[src/rtl/mux_rr_pkg.sv]
// Shared helpers for the round-robin multiplexer: channel-index width and lock FSM states.
package mux_rr_pkg;

  typedef enum logic {ST_IDLE = 1'b0, ST_LOCKED = 1'b1} lock_state_t;

  function automatic int clog2_min1(input int n);
    return ($clog2(n) < 1) ? 1 : $clog2(n);
  endfunction

endpackage

[src/rtl/mux_rr_arb_rr_arbiter.sv]
// Combinational rotating-priority arbiter: one-hot grant to the first requester at or after ptr.
module rr_arbiter
  import mux_rr_pkg::*;
#(
  parameter int p_nchan = 4,
  parameter int CW      = clog2_min1(p_nchan)
) (
  input  logic [p_nchan-1:0] req,
  input  logic [CW-1:0]      ptr,
  output logic [p_nchan-1:0] grant
);

  logic [CW:0] idx;
  logic        found;

  // ptr + k is at most 2*p_nchan-2, so one conditional subtract wraps it
  always_comb begin
    grant = '0;
    found = 1'b0;
    idx   = '0;
    for (int k = 0; k < p_nchan; k++) begin
      idx = {1'b0, ptr} + (CW+1)'(k);
      if (idx >= (CW+1)'(p_nchan)) idx = idx - (CW+1)'(p_nchan);
      if (!found && req[idx[CW-1:0]]) begin
        grant[idx[CW-1:0]] = 1'b1;
        found              = 1'b1;
      end
    end
  end

endmodule

[src/rtl/mux_rr_arb.sv]
// N-channel val/rdy multiplexer with round-robin arbitration and a one-entry output register.
// Define MUX_RR_LOCK_EN to add in_last and hold the grant on one channel until its last beat.
module mux_rr_arb
  import mux_rr_pkg::*;
#(
  parameter int p_nbits = 4,
  parameter int p_nchan = 4
) (
  input  logic                         clk,
  input  logic                         rst_n,
  input  logic [p_nchan-1:0]           in_val,
  output logic [p_nchan-1:0]           in_rdy,
  input  logic [p_nchan*p_nbits-1:0]   in_data,
`ifdef MUX_RR_LOCK_EN
  input  logic [p_nchan-1:0]           in_last,
`endif
  output logic                         out_val,
  input  logic                         out_rdy,
  output logic [p_nbits-1:0]           out_data,
  output logic [$clog2(p_nchan)-1:0]   out_chan
);

  localparam int CW = clog2_min1(p_nchan);

  logic [CW-1:0]      ptr;
  logic [CW-1:0]      ptr_nxt;
  logic [CW:0]        ptr_inc;
  logic [p_nchan-1:0] req;
  logic [p_nchan-1:0] grant;
  logic [p_nchan-1:0] lock_mask;
  logic [CW-1:0]      acc_idx;
  logic [p_nbits-1:0] data_sel;
  logic               en;
  logic               accept;
  logic               last_acc;
  logic               vld_p1;
  logic [p_nbits-1:0] data_p1;
  logic [CW-1:0]      chan_p1;

  // Stage 0: arbitration, ready generation and source selection
  assign en     = !vld_p1 || out_rdy;
  assign req    = in_val & lock_mask;
  assign in_rdy = (rst_n && en) ? grant : '0;
  assign accept = |(in_val & in_rdy);

  rr_arbiter #(
    .p_nchan (p_nchan),
    .CW      (CW)
  ) u_arb (
    .req   (req),
    .ptr   (ptr),
    .grant (grant)
  );

  always_comb begin
    acc_idx  = '0;
    data_sel = '0;
    for (int i = 0; i < p_nchan; i++) begin
      if (grant[i]) begin
        acc_idx  = CW'(i);
        data_sel = in_data[i*p_nbits +: p_nbits];
      end
    end
  end

  always_comb begin
    ptr_inc = {1'b0, acc_idx} + (CW+1)'(1);
    ptr_nxt = (ptr_inc == (CW+1)'(p_nchan)) ? '0 : ptr_inc[CW-1:0];
  end

`ifdef MUX_RR_LOCK_EN
  lock_state_t   state;
  lock_state_t   state_nxt;
  logic [CW-1:0] lock_chan;

  always_ff @(posedge clk or negedge rst_n) begin
    if (!rst_n) begin
      state     <= ST_IDLE;
      lock_chan <= '0;
    end else begin
      state <= state_nxt;
      if (accept) lock_chan <= acc_idx;
    end
  end

  always_comb begin
    state_nxt = state;
    if (accept) state_nxt = in_last[acc_idx] ? ST_IDLE : ST_LOCKED;
  end

  // While locked only the owning channel may request, even if it is idle
  always_comb begin
    lock_mask = '1;
    if (state == ST_LOCKED) begin
      lock_mask            = '0;
      lock_mask[lock_chan] = 1'b1;
    end
  end

  assign last_acc = in_last[acc_idx];
`else
  assign lock_mask = '1;
  assign last_acc  = 1'b1;
`endif

  // Stage 1: priority pointer and output register
  always_ff @(posedge clk or negedge rst_n) begin
    if (!rst_n) begin
      ptr     <= '0;
      vld_p1  <= 1'b0;
      data_p1 <= '0;
      chan_p1 <= '0;
    end else begin
      if (accept && last_acc) ptr <= ptr_nxt;
      if (accept) begin
        vld_p1  <= 1'b1;
        data_p1 <= data_sel;
        chan_p1 <= acc_idx;
      end else if (out_rdy) begin
        vld_p1  <= 1'b0;
      end
    end
  end

  assign out_val  = vld_p1;
  assign out_data = data_p1;
  assign out_chan = chan_p1;

endmodule
[config.mk]
export PLATFORM = sky130hd
export DESIGN_NAME = mux_rr_arb
export DESIGN_NICKNAME = d
export VERILOG_FILES = /design/src/rtl/mux_rr_pkg.sv /design/src/rtl/mux_rr_arb_rr_arbiter.sv /design/src/rtl/mux_rr_arb.sv
export SDC_FILE = /design/constraint.sdc
export NUM_CORES = 1
export LEC_CHECK = 0
export ABC_AREA = 1
export CAP_MARGIN = 10
export CORE_MARGIN = 2
export CORE_UTILIZATION = 40
export DETAILED_ROUTE_END_ITERATION = 16
export GPL_TIMING_DRIVEN = 0
export HOLD_SLACK_MARGIN = 0.08
export PLACE_DENSITY = 0.79
export RECOVER_POWER = 50
export SYNTH_ARGS = -nofsm -noshare
export SYNTH_HDL_FRONTEND = slang
export SYNTH_SLANG_ARGS = --single-unit
[constraint.sdc]
create_clock -name clk -period 2.6 [get_ports clk]
set_input_delay 0.52 -clock clk [delete_from_list [all_inputs] [get_ports clk]]
set_output_delay 0.52 -clock clk [all_outputs]
set_load 0.02 [all_outputs]
==> impl_metrics.tcl <==
set metrics [dict create \
    status "finished clean" \
    grt_max_degree 11 \
    synthXorXnorAreaFrac_pct 0 \
    placed_area_um2 1560 \
    yosys.cell_types.count 23 \
    clockBufferDepth 2 \
    rsz0062_at_grt "no" \
    yosysWarnings 0 \
    r2r_slack_ns 0.31 \
    r2r_end "out_val" \
    ant_nets 0 \
    fp-row-count 19 \
    grt_pass1_wl_um 4630 \
    synthCells 176 \
    worstPathRequired_ns 2.08 \
    ir_worst_vdd_mv 0.865 \
    ios 34 \
    nets 250 \
    crit_fanout 10 \
    clock_latency_ns 0.26 \
    n_fill_cell 257 \
    htree_num_levels 1 \
    setup_viol 0 \
    final_cells 251 \
    drive_above_1_share_pct 28.6 \
    synth_seq_cells 9 \
    cts-buffers-inserted 3 \
    fin_setup_tns_ns 0 \
    cp-end-kind "output pin" \
    cts_num_sinks 9 \
    slew_violations 0 \
    drt_iter0_markers 33 \
    dp_cells 240 \
    critPathLaunchType "flip-flop" \
    synth_area_um2 1190 \
    power_density_nw_per_um2 1380 \
    setup_slack_ns 0.107 \
    antenna_found_initial 0 \
    dp_hpwl_um 2220 \
    combinationalPowerShare_pct 83.7 \
    wire_per_inst_um 11.6 \
    grt_pass1_vias 1059 \
    dieArea_um2 3420 \
    area_delta_synth_final_pct 39.3 \
    grt_usage_pct 17.1 \
    internal-power_uw 997 \
    crit_type "reg -> out" \
    pwr-share-seq_pct 11.6 \
    reg2regPathDepth 16 \
    core_um2 2780 \
    final-hold-violation-count 0 \
    synth_fp_nets 205 \
    final_common_cell "nand2_1" \
    slew_headroom_pct 63.0 \
    root_buffer "clkbuf_4" \
    tritoncts "yes" \
    n_antenna_cell 0 \
    drv_cap 0 \
    via_per_inst 4.81 \
    power.leakage_uw 0.000878 \
    gp_congestion 0.822 \
    clk_pin_slew_ns 0.06 \
    post-route-period-util_pct 95.9 \
    skew_ns 0.00472 \
    synthAdderAreaFrac_pct 6.33 \
    wirelength_um 2910 \
    dpl_worst_slack_ns -0.684 \
    p_sw_uw 1280 \
    first_pass_iters 4 \
    tightest_slew_ns 0.552 \
    num_vias 1208 \
    swShare_pct 56.2 \
    layout_min_cycle_time_ns 2.49 \
    die_w_um 58.5 \
    synth_mux_area_share_pct 0 \
    fmax_mhz 401 \
    arrival_ns 1.97 \
    synth_compound_area_share_pct 6.43 \
    portBuffers 33 \
    initial_utilization_pct 42.6 \
    synth_top_family_by_area "simple AND/OR/NAND/NOR gates" \
    timing.rr.start "ptr[0]" \
    synth-simple-area-share_pct 59.3 \
    hold_path.class "in -> async" \
    grt_overflow 0 \
    fin_area_um2 1650 \
    syn_avg_cell_area_um2 6.74 \
    clockPowerShare_pct 4.7 \
    final_cell_mix "nand2_1, nand3_1, clkdlybuf4s50_1, inv_1, nand2_2" \
    drc 0 \
    cts_hold_buf 0 \
    seq_area_frac_synth_pct 19.0 \
    die_y_um 58.5 \
]
what timing repair did:
item	CTS	global route
pin swaps	3	3
buffers inserted	5	3
resized for setup	31	10
setup endpoints to repair	4	4
gates cloned	0	0
through the flow:
| step | util [%] | power [uW] | hold WS, ns |
|---|---|---|---|
| 2_1_floorplan | - | 1580 | 0.224 |
| 6_report | 59.4 | 2280 | 0.184 |
| 3_3_place_gp | 55.9 | 1980 | 0.477 |
| 5_1_grt | 59.4 | 2480 | 0.217 |
| 3_5_place_dp | 55.9 | 2000 | 0.482 |
| 4_1_cts | 58.4 | 2210 | 0.496 |
cell families after synthesis:
kind of cell             after synthesis
AND/OR/NAND/NOR                      125
buffers and inverters                 23
AO/OA/AOI/OAI                         13
flip-flops                             9
adder cells (fa/ha/maj)                6
critical path, stage by stage (launching register included):
cell and delay [ns]:
dfrtp_2 0.43, inv_4 0.11, ha_4 0.22, inv_2 0.06
nand3_1 0.08, nand2_2 0.11, nand2_4 0.08, nor2_8 0.16
nand2_2 0.07, nand3_2 0.09, inv_4 0.06, nor2_1 0.09
buf_4 0.15
Yosys cell counts, drive strengths merged:
cell,instances,share of area (%)
nand2,71,29
nand4,1,0.53
ha,6,6.3
o21ai,7,3.9
nand3b,1,0.63
nand3,34,20
dfrtp,9,19
a21oi,6,2.5
nor2,18,9.7
clkinv,1,0.32
inv,20,6.8
buf,2,1.9
power groups by stage:
stage               clock [uW]  combinational, uW  sequential [uW]
floorplan                    0               1270              307
detailed placement           0               1730              265
finish                     106               1910              264
CTS                        108               1860              248
global route               120               2090              269
global placement             0               1710              264
flip-flops by register name, summed over array words and instances (netlist names):
| signal | flops |
|---|---|
| out_data | 4 |
| ptr | 2 |
| out_chan | 2 |
| out_val | 1 |
per-layer routing:
| metal | wire length (um) | track usage (%) | vias up |
|---|---|---|---|
| li1 | - | - | 651 |
| met1 | 1370 | 24.4 | 529 |
| met2 | 1400 | 26.6 | 24 |
| met3 | 99 | 1.76 | 4 |
| met4 | 43 | 6.64 | 0 |
| met5 | 0 | 0 | - |
cell type report:
type	instances	area, um^2	share of cell area [%]
Buffer	1	11.3	0.681
Clock buffer	4	26.3	1.59
Inverter	21	91.3	5.53
Multi-Input combinational cell	144	887	53.7
Sequential cell	9	228	13.8
Tap cell	31	38.8	2.35
Timing Repair Buffer	41	370	22.4
worst max path at each step:
stage                         start   endpoint  slack, ns  depth (start not counted)
after global routing         ptr[1]  in_rdy[3]      0.007                         12
after global placement    in_val[2]  in_rdy[2]      -0.66                         12
after CTS                    ptr[0]  in_rdy[2]      0.008                         13
final                        ptr[1]  in_rdy[3]       0.11                         12
after floorplan              ptr[0]  in_rdy[2]       0.08                         12
after detailed placement  in_val[2]  in_rdy[2]      -0.68                         12
Note: power is estimated with default switching activity, not from simulation.
